### src/rtl/mem_arbiter.sv
// mem_arbiter: shares one SRAM-style bus between instruction fetch (IF) and data access (MEM).
// Data has fixed priority. Define MEM_ARB_TIMEOUT_EN to add the bus watchdog and error pulses.
module mem_arbiter #(
    parameter int unsigned ADDR_W     = 32,
    parameter int unsigned DATA_W     = 32,
    parameter int unsigned TMO_CYCLES = 255
) (
    input  logic              clk,
    input  logic              rst,
    input  logic              i_en,
    input  logic [ADDR_W-1:0] i_addr,
    input  logic              i_stall,
    input  logic              i_flush,
    output logic [DATA_W-1:0] i_rdata,
    output logic              i_stallreq,
    input  logic              d_en,
    input  logic [3:0]        d_wr,
    input  logic [ADDR_W-1:0] d_addr,
    input  logic [DATA_W-1:0] d_wdata,
    input  logic              d_stall,
    input  logic              d_flush,
    output logic [DATA_W-1:0] d_rdata,
    output logic              d_stallreq,
    output logic              bus_req,
    output logic [3:0]        bus_wr,
    output logic [ADDR_W-1:0] bus_addr,
    output logic [DATA_W-1:0] bus_wdata,
    input  logic [DATA_W-1:0] bus_rdata,
    input  logic              bus_ack,
    output logic              i_err,
    output logic              d_err
);

    typedef enum logic [1:0] {
        StIdle,
        StDBusy,
        StIBusy
    } state_e;

    state_e state_q;
    logic   i_done_q;
    logic   d_done_q;
    logic   discard_q;
    logic   i_need;
    logic   d_need;
    logic   tmo_hit;
    logic   busy_end;
    logic   i_end;
    logic   d_end;
    logic   i_set;
    logic   d_set;
    logic   own_flush;

    if (TMO_CYCLES == 0) begin : g_bad_tmo
        $error("mem_arbiter: TMO_CYCLES must be nonzero");
    end

    assign i_need     = i_en & ~i_done_q;
    assign d_need     = d_en & ~d_done_q;
    assign i_stallreq = i_need;
    assign d_stallreq = d_need;

    assign busy_end  = (state_q != StIdle) & (bus_ack | tmo_hit);
    assign d_end     = busy_end & (state_q == StDBusy);
    assign i_end     = busy_end & (state_q == StIBusy);
    assign own_flush = ((state_q == StDBusy) & d_flush) | ((state_q == StIBusy) & i_flush);

    // A flush landing on the completion cycle discards the result like an earlier one.
    assign d_set = d_end & ~discard_q & ~d_flush;
    assign i_set = i_end & ~discard_q & ~i_flush;

    always_ff @(posedge clk) begin
        if (rst) begin
            state_q   <= StIdle;
            i_done_q  <= 1'b0;
            d_done_q  <= 1'b0;
            discard_q <= 1'b0;
            bus_req   <= 1'b0;
            bus_wr    <= '0;
            bus_addr  <= '0;
            bus_wdata <= '0;
            i_rdata   <= '0;
            d_rdata   <= '0;
        end else begin
            // Set wins over the advance/flush clear: the stage is held by its own stallreq.
            d_done_q <= d_set | (d_done_q & d_stall & ~d_flush);
            i_done_q <= i_set | (i_done_q & i_stall & ~i_flush);

            unique case (state_q)
                StIdle: begin
                    discard_q <= 1'b0;
                    if (d_need) begin
                        bus_req   <= 1'b1;
                        bus_addr  <= d_addr;
                        bus_wr    <= d_wr;
                        bus_wdata <= d_wdata;
                        state_q   <= StDBusy;
                    end else if (i_need) begin
                        bus_req  <= 1'b1;
                        bus_addr <= i_addr;
                        bus_wr   <= '0;
                        state_q  <= StIBusy;
                    end
                end
                StDBusy, StIBusy: begin
                    if (busy_end) begin
                        if ((state_q == StIBusy) && bus_ack) begin
                            i_rdata <= bus_rdata;
                        end
                        if ((state_q == StDBusy) && bus_ack && (bus_wr == 4'b0000)) begin
                            d_rdata <= bus_rdata;
                        end
                        bus_req   <= 1'b0;
                        bus_wr    <= '0;
                        discard_q <= 1'b0;
                        state_q   <= StIdle;
                    end else if (own_flush) begin
                        discard_q <= 1'b1;
                    end
                end
                default: begin
                    state_q <= StIdle;
                end
            endcase
        end
    end

`ifdef MEM_ARB_TIMEOUT_EN
    // Counter only needs to reach TMO_CYCLES-1; it is zero on the first BUSY cycle.
    localparam int unsigned CntW = (TMO_CYCLES > 1) ? $clog2(TMO_CYCLES) : 1;

    logic [CntW-1:0] tmo_cnt_q;

    assign tmo_hit = (state_q != StIdle) & ~bus_ack & (tmo_cnt_q == CntW'(TMO_CYCLES - 1));

    always_ff @(posedge clk) begin
        if (rst) begin
            tmo_cnt_q <= '0;
            i_err     <= 1'b0;
            d_err     <= 1'b0;
        end else begin
            if ((state_q == StIdle) || busy_end) begin
                tmo_cnt_q <= '0;
            end else begin
                tmo_cnt_q <= tmo_cnt_q + CntW'(1);
            end
            i_err <= tmo_hit & (state_q == StIBusy);
            d_err <= tmo_hit & (state_q == StDBusy);
        end
    end
`else
    assign tmo_hit = 1'b0;
    assign i_err   = 1'b0;
    assign d_err   = 1'b0;
`endif

endmodule
### config.mk
export PLATFORM = sky130hd
export DESIGN_NAME = mem_arbiter
export DESIGN_NICKNAME = d
export VERILOG_FILES = /design/src/rtl/mem_arbiter.sv
export SDC_FILE = /design/constraint.sdc
export NUM_CORES = 1
export LEC_CHECK = 0
export ABC_AREA = 1
export CAP_MARGIN = 20
export CORE_AREA = 8 8 127 129
export CTS_CLUSTER_SIZE = 20
export DETAILED_ROUTE_END_ITERATION = 10
export DIE_AREA = 0 0 135 137
export HOLD_SLACK_MARGIN = 0.05
export MAX_ROUTING_LAYER = met4
export PLACE_DENSITY = 0.81
export SLEW_MARGIN = 20
export SYNTH_ARGS = -nofsm -noshare
export SYNTH_HDL_FRONTEND = slang
export SYNTH_SLANG_ARGS = --single-unit
export TNS_END_PERCENT = 50
### constraint.sdc
create_clock -name clk -period 2 [get_ports clk]
set_clock_uncertainty 0.05 [all_clocks]
set_input_delay 0.4 -clock clk [delete_from_list [all_inputs] [get_ports clk]]
set_output_delay 0.4 -clock clk [all_outputs]
set_load 0.02 [all_outputs]
# Word level (Yosys, flattened, before mapping)
# Cells that the tools add are included.
[word_totals]
register_bits = 138
input_bits = 141
output_inout_bits = 137
wordCells = 71
[classes]
eq_ne = 5
muxes = 17
n_bitwise = 23
reduce_logical = 16
[ops]
columns = ["op", "count"]
rows = [
  ["2-to-1 mux 32 bit", 2],
  ["bitwise AND 1 bit", 15],
  ["2-to-1 mux 4 bit", 3],
  ["AND reduction 3 bit", 3],
  ["case mux 4 bit (2 select lines)", 1],
  ["AND reduction 2 bit", 4],
  ["2-to-1 mux 2 bit", 3],
  ["inequality test 3 bit, second input constant", 2],
  ["nonzero test 2 bit", 3],
  ["2-to-1 mux 1 bit", 5],
  ["inverter 1 bit", 5],
  ["zero test 4 bit", 1],
  ["case mux 1 bit (2 select lines)", 2],
  ["case mux 2 bit (2 select lines)", 1],
  ["logical AND 1 bit", 3],
  ["OR 1 bit", 3],
  ["equality test 2 x 1 -> 1 bit, second input constant", 1],
  ["equality test 2 bit, second input constant", 1],
  ["zero test 2 bit", 1],
  ["inequality test 2 bit, second input constant", 1],
  ["OR reduction 2 bit", 1],
]

# Depth between registers and ports, before layout
# Gate-level depths: netlist of run 1.
[depth]
depth_word = 6
mapped_depth = 10
mapped_depth_nobuf = 8

# Worst setup path after synthesis of run 1
# OpenSTA, ideal clock, no wires.
[synth_path]
kind = "flip-flop to flip-flop"
startpoint = "reg state_q[0]"
endpoint = "reg d_rdata[12]"
setup_ns = 0.064
t_arrival_ns = 1.461
slack_ns = 0.425
stages_incl_launch_ff = 11
period_less_slack_ns = 1.575
path_cell_list = "dfxtp_1 inv_1 ha_1 inv_2 nand2_2 nor2_2 and2_1 buf_4 buf_6 nor2_1 nor2_1"
[synth_between]
elab_chain_len = 4
word_cells_on_any_way = 8
[synth_lines]
columns = ["item", "line", "rtl"]
rows = [
  ["start: declaration", "40", "state_e state_q;"],
  ["start signal: assignment", "74", "state_q <= StIdle;"],
  ["start signal: assignment", "97", "state_q <= StDBusy;"],
  ["start signal: assignment", "102", "state_q <= StIBusy;"],
  ["equality test 2 x 1 -> 1 bit", "89, 110", ""],
  ["logical AND 1 bit (2 in series)", "110", "if ((state_q == StDBusy) && bus_ack && (bus_wr == 4'b0000)) begin"],
  ["AND reduction 3 bit (no line) *", "-", ""],
  ["end signal: assignment", "111", "d_rdata <= bus_rdata;"],
  ["end: declaration", "22", "output logic [DATA_W-1:0] d_rdata,"],
]
# Mark *: on every way between the ends. The rest lies on a longest branch, timed or not.
# A chain may end at the register's enable or synchronous reset.

# Final worst setup path of run 1
[layout_path]
startpoint = "reg bus_addr[8]"
endpoint = "out bus_addr[8]"
[layout_lines]
columns = ["item", "line", "rtl"]
rows = [
  ["start: declaration", "26", "output logic [ADDR_W-1:0] bus_addr,"],
  ["start signal: assignment", "94", "bus_addr <= d_addr;"],
  ["start signal: assignment", "100", "bus_addr <= i_addr;"],
]
# No word-level cell between the ends.

==> flow_summary.toml, run 1 <==
[run_status]
outcome = "complete, no violations"

[finish]
nNetsFinal = 1186
drive_gt1_frac = 0.0645
final_area_um2 = 9290
final_util = 0.654
area_delta_synth_final_pct = 65.1
antenna_cells = 0

[global_routing]
grt_usage = 0.211
grt_max_degree = 65
gr-total-overflow = 0
grt_pass1_wl_um = 29800
grt_pass1_vias = 5855
antenna_found_initial = 0

[placed_design]
gp_congestion = 0.814
hpwl_um = 14400
io_buffers = 275
place_area_um2 = 8650

[min_path]
hold_path_depth = 2
hold_class = "reg -> reg"

[clock_tree]
post_cts_buffers = 0
root_buffer = "clkbuf_16"
tritoncts = "yes"
cts_sinks = 138
clockBufferDepth = 2
cts_hold_buf = 0
clkLatencyLatePin_ns = 0.41
clkTransAtPathRegs_ns = 0.06
cts-htree-levels = 4
cts_made_buffers = 17
post_cts_resized = 1

[logic_synthesis]
synth-edff-count = 0
synth-seq-area-share = 0.491
netlist_instances = 776
syn_area_per_cell_um2 = 7.25
synth-async-reset-ratio = 0
yosysWarnings = 0
ys.flop_type = "dfxtp_1"
yosys.cell_types.count = 25
syn_area_um2 = 5630
ys_ff_latch = 138

[worst_setup_path]
path_buf_inv = 1
path_max_fanout = 2
crit_path_end_kind = "primary output"
r2r_cells = 6
cp_slowest_cell = "clkdlybuf4s50_1"
crit_path_max_incr_delay_ns = 0.67
cp-start-kind = "register"
path_cells = "clkdlybuf4s50_1"
crit_family = "buffers and inverters"
path_class = "reg -> out"
crit_arrival_ns = 1.43
required_ns = 1.55
crit_cells = 1

[timing]
post-route-period-util = 0.939
fmax_mhz = 532
hold_violations = 0
finalSetupViolCount = 0
holdWs_ns = 0.391
grt_setup_unrepaired = "false"
fin_tns_setup_ns = 0
slew_violations = 0
fin_crit_ns = 1.88

[power_and_ir_drop]
pwr-share-comb = 0.219
internal_power_uw = 6030
pwr-share-clk = 0.411
power.switching_uw = 2240
leakage_uw = 0.00375
ir_drop_mv = 0.599
swShare = 0.271
finalPower_uw = 8260
share_seq_of_total_power = 0.371
power_density_nw_per_um2 = 889

[die]
coreArea_um2 = 14200
dieArea_um2 = 18500
io_pins = 278
die_y_um = 137
fp.dieW_um = 135
num_rows = 44
start_util = 0.396

[drt]
num_vias = 5976
drt-total-wl_um = 19600
drc = 0
dr.pass1.iters = 4
ant_nets = 0
vias_per_cell = 4.83
drt_iter0_drc = 315
wl_per_cell_um = 15.8

[job]
drv_cap = 0
-- final cells by class --
cell class              instances  area (um2)
fillers                      1259        4910
repair buffers                302        3050
inverters                      46         173
clock buffers                  21         480
clock inverters                10         165
flip-flops and latches        138        2760
multi-input cells             537        2430
well taps                     184         230
-- synth_stat cells (2+ instances only) --
library cell  number  area share
clkbuf_1          33       0.022
buf_4              3      0.0040
inv_2              2      0.0013
a21oi_1           74       0.066
nand3_1            5      0.0044
o21ai_0           79       0.070
buf_2             17       0.015
inv_1             44       0.029
nand2_2            2      0.0022
buf_6              3      0.0060
dfxtp_1          138        0.49
nor2_1           163        0.11
nand2_1          146       0.097
nor2_2             2      0.0022
nand4_1            5      0.0056
nand3b_1          32       0.043
o21ai_1           18       0.016
ha_1               3      0.0067
-- sequential cells by signal, indices dropped and copies added (netlist names) --
signal     cells
state_q        2
d_done_q       1
bus_wdata     32
bus_wr         4
d_rdata       32
i_done_q       1
discard_q      1
bus_req        1
bus_addr      32
i_rdata       32
-- stage by stage --
stage	cells	worst slack (ns)
floorplan	777	0.425
finish	1238	0.121
CTS	1238	0.0845
global placement	1207	-0.0663
detailed placement	1207	-0.0779
global route	1238	0.0622
-- metal layers --
layer	GRT usage	share of wire	vias up
met5	-	0	-
met4	0.0913	0.024	0
met3	0.0705	0.089	32
met2	0.346	0.48	237
met1	0.230	0.41	2702
li1	-	-	3005
-- worst min-delay path, stage by stage (launching register included) --
cell and delay [ns]:
dfxtp_1 0.30, inv_1 0.04, a21oi_1 0.05
-- path summary, 6_finish.rpt --
kind	start	endpoint	slack, ns
min reg2reg	i_rdata[15]$_SDFFE_PP0P_	i_rdata[15]$_SDFFE_PP0P_	0.39
max	bus_addr[8]$_SDFFE_PP0P_	bus_addr[8]	0.12
max reg2reg	state_q[0]$_SDFFE_PP0P_	i_rdata[10]$_SDFFE_PP0P_	0.21
min	i_rdata[15]$_SDFFE_PP0P_	i_rdata[15]$_SDFFE_PP0P_	0.39
-- cells in the final DEF (no fill, tap or decap), drive strengths merged --
cell type and instances:
clkdlybuf4s50 273, nand3b 32, conb 2, a21oi 74, dfxtp 138, clkinvlp 3, ha 3, nand4 6
and2 1, o21ai 97, or2 1, nand2 148, dlygate4sd2 1, nand3 5, a211oi 1, nor3 1
buf 28, nor2 166, clkbuf 21, clkinv 3, inv 46, bufinv 4
-- cells by family (layout without fill, tap and decap cells) --
logic type | after synthesis | in the layout | share of synthesized area
buffers and inverters | 102 | 379 | 0.0778
flip-flops | 138 | 138 | 0.491
AO/OA/AOI/OAI | 172 | 172 | 0.153
AND/OR/NAND/NOR | 360 | 360 | 0.271
adder cells (fa/ha/maj) | 3 | 3 | 0.00667
other | 1 | 2 | 0.000666
-- power groups by stage --
| stage | registers (uW) | clock network (uW) | logic, uW |
|---|---|---|---|
| 3_3_place_gp | 3110 | 0 | 1800 |
| 2_1_floorplan | 3350 | 0 | 634 |
| 6_report | 3060 | 3390 | 1810 |
| 4_1_cts | 3060 | 3450 | 1820 |
| 5_1_grt | 3080 | 3570 | 1960 |
| 3_5_place_dp | 3120 | 0 | 1810 |
Power figures use the tool's default switching activity.
==> inputs of run 2 (changes only) <==
Settings changed: ABC_AREA 1 to 0, CORE_AREA 8 8 127 129 to 8 8 106 156, DIE_AREA 0 0 135 137 to 0 0 114 164.
==> run 2 against run 1 <==
Cell area shrank 0.82%. Register-to-register slack gained 0.02 ns. Hold slack got worse by 0.17 ns. Critical endpoint is now d_stallreq. Cell count is 11% lower. Largest power group unchanged.
==> flow_summary.toml, run 2 <==
[run_status]
outcome = "complete, no violations"

[worst_setup_path]
cp-start-kind = "primary input"
crit_path_max_incr_delay_ns = 0.50
required_ns = 1.55
r2r_slack_ns = 0.23
path_buf_inv = 3
timing.rr.start = "state_q[1]$_SDFFE_PP0P_"
r2r_cells = 6
reg2reg_to = "i_rdata[12]$_SDFFE_PP0P_"
path_max_fanout = 3
path_class = "in -> out"
crit_arrival_ns = 1.49
crit_path_end_kind = "primary output"
cp_slowest_cell = "clkdlybuf4s50_1"
path_cells = "clkdlybuf4s50_1 > nand2b_1 > inv_8 > dlygate4sd2_1"
crit_family = "buffers and inverters"

[finish]
nFillCells = 1227
nNetsFinal = 1036
seq_area_um2 = 2760
layout_common_cells = "clkdlybuf4s50_1 (272), dfxtp_1 (138), nand2_1 (130)"
drive_gt1_frac = 0.0696
multi_input_area_um2 = 2630
area_delta_synth_final_pct = 61.6
antenna_cells = 0
final_common_cell = "clkdlybuf4s50_1"
final_area_um2 = 9220
final_util = 0.644

[global_routing]
gr-total-overflow = 0
grt_max_degree = 107
grt_pass1_vias = 5273
grt_usage = 0.199
grt_pass1_wl_um = 28100
antenna_found_initial = 0

[clock_tree]
cts_hold_buf = 0
tritoncts = "yes"
cts_sinks = 138
clkTransAtPathRegs_ns = 0.06
post_cts_resized = 2
clockBufferDepth = 2
cts-htree-levels = 4
post_cts_buffers = 0
cts_made_buffers = 17
clkLatencyLatePin_ns = 0.41
root_buffer = "clkbuf_16"

[min_path]
hold_path_depth = 2
hold_class = "in -> reg"
hp-start = "rst"
whs_endpoint = "bus_req$_SDFFE_PP0P_"

[logic_synthesis]
yosys.cell_types.count = 38
yosysWarnings = 0
ys.flop_type = "dfxtp_1"
synth_most_common_cell = "dfxtp_1"
synth-edff-count = 0
synth-async-reset-ratio = 0
synth_top_area_frac = 0.484
syn_area_per_cell_um2 = 9.10
synth-seq-area-share = 0.484
synth_commonest_cells = "dfxtp_1 (138), nand2_1 (130), nand2b_1 (100)"
syn_area_um2 = 5710
synth_area_leaders = "dfxtp_1 (48%), mux2i_1 (11%), nand2b_1 (11%), nand2_1 (8.6%), a21oi_1 (5.8%)"
netlist_instances = 627
yosysTopAreaCell = "dfxtp_1"
ys_ff_latch = 138

[drt]
drt-total-wl_um = 18500
wl_per_cell_um = 16.8
drc = 0
ant_nets = 0
dr.pass1.iters = 5
drt_iter0_drc = 292
num_vias = 5296
vias_per_cell = 4.81

[die]
die_y_um = 164
io_pins = 278
coreArea_um2 = 14300
fp.dieW_um = 114
dieArea_um2 = 18700
start_util = 0.398
num_rows = 54

[power_and_ir_drop]
swShare = 0.297
leakage_uw = 0.00358
finalPower_uw = 8040
pwr-share-clk = 0.385
power_density_nw_per_um2 = 872
power.switching_uw = 2390
share_seq_of_total_power = 0.384
ir_drop_mv = 0.561
pwr-share-comb = 0.231
internal_power_uw = 5650

[placed_design]
hpwl_um = 14100
gp_congestion = 0.813
io_buffers = 275
place_area_um2 = 8640
place_ws_ns = -0.211

[timing]
fmax_mhz = 516
setup_ws_ns = 0.0610
slew_violations = 0
fin_tns_setup_ns = 0
fin_crit_ns = 1.94
hold_violations = 0
post-route-period-util = 0.970
grt_setup_unrepaired = "false"
finalSetupViolCount = 0

[job]
drv_cap = 0
==> run 2: cell count changes in the layout (fill, tap and decap cells not counted), moves of 7 or more <==
| cell | delta |
|---|---|
| inv_6 | +7 |
| a21oi_1 | -8 |
| o22ai_1 | +32 |
| o21ai_0 | -77 |
| nand3b_1 | -31 |
| mux2i_1 | +65 |
| nor2_1 | -162 |
| inv_1 | -39 |
| o21ai_1 | -17 |
| nand2_1 | -16 |
| nand2b_1 | +100 |
==> run 2: how the worst max path moves through the flow <==
stage | end | depth (start not counted) | slack [ns] | startpoint
floorplan | d_rdata[0]$_SDFFE_PP0P_ | 7 | 0.41 | state_q[1]$_SDFFE_PP0P_
global placement | d_stallreq | 4 | -0.19 | d_en
detailed placement | d_stallreq | 4 | -0.21 | d_en
CTS | d_stallreq | 4 | 0.05 | d_en
global route | bus_wdata[19]$_SDFFE_PP0P_ | 7 | 0.02 | state_q[1]$_SDFFE_PP0P_
finish | d_stallreq | 4 | 0.06 | d_en
==> run 2: routing by layer <==
| metal | up-vias | global-route usage | wire length (um) |
|---|---|---|---|
| met3 | 26 | 0.0478 | 1110 |
| met2 | 188 | 0.354 | 10100 |
| met1 | 2453 | 0.202 | 6830 |
| met5 | - | - | 0 |
| met4 | 0 | 0.0894 | 493 |
| li1 | 2629 | - | - |
==> run 2: power by group through the flow <==
stage | logic (uW) | clock network, uW | registers, uW
3_5_place_dp | 1870 | 0 | 3140
6_report | 1860 | 3090 | 3080
4_1_cts | 1880 | 3160 | 3080
2_1_floorplan | 719 | 0 | 3380
3_3_place_gp | 1850 | 0 | 3140
5_1_grt | 1990 | 3270 | 3110
==> run 2: worst register-to-register path: cells and delay by family, from the launching register on <==
kind | cells | cell delay (ns)
flip-flops | 1 | 0.38
AO/OA/AOI/OAI | 1 | 0.13
AND/OR/NAND/NOR | 2 | 0.40
adder cells (fa/ha/maj) | 1 | 0.48
buffers and inverters | 2 | 0.27
==> run 2: layout make-up <==
cell class	count	area share
Timing Repair Buffer	296	0.323
Sequential cell	138	0.300
Multi-Input combinational cell	434	0.285
Clock buffer	17	0.0462
Tap cell	196	0.0266
Clock inverter	15	0.0163
Inverter	5	0.00285
==> run 2: cell families after synthesis <==
logic type,count (synthesis),synth area share
simple gates,250,0.225
flops,138,0.484
compound gates,114,0.114
mux,65,0.114
buf+inv,56,0.0559
fa+ha+maj,3,0.00658
other cells,1,0.000657
==> run 2: per-stage QoR <==
stage                     hold WS (ns)  std cells
after CTS                        0.202       1101
after floorplan                  0.429        628
after detailed placement         0.395       1069
after global routing             0.236       1101
after global placement           0.391       1069
final                            0.220       1101
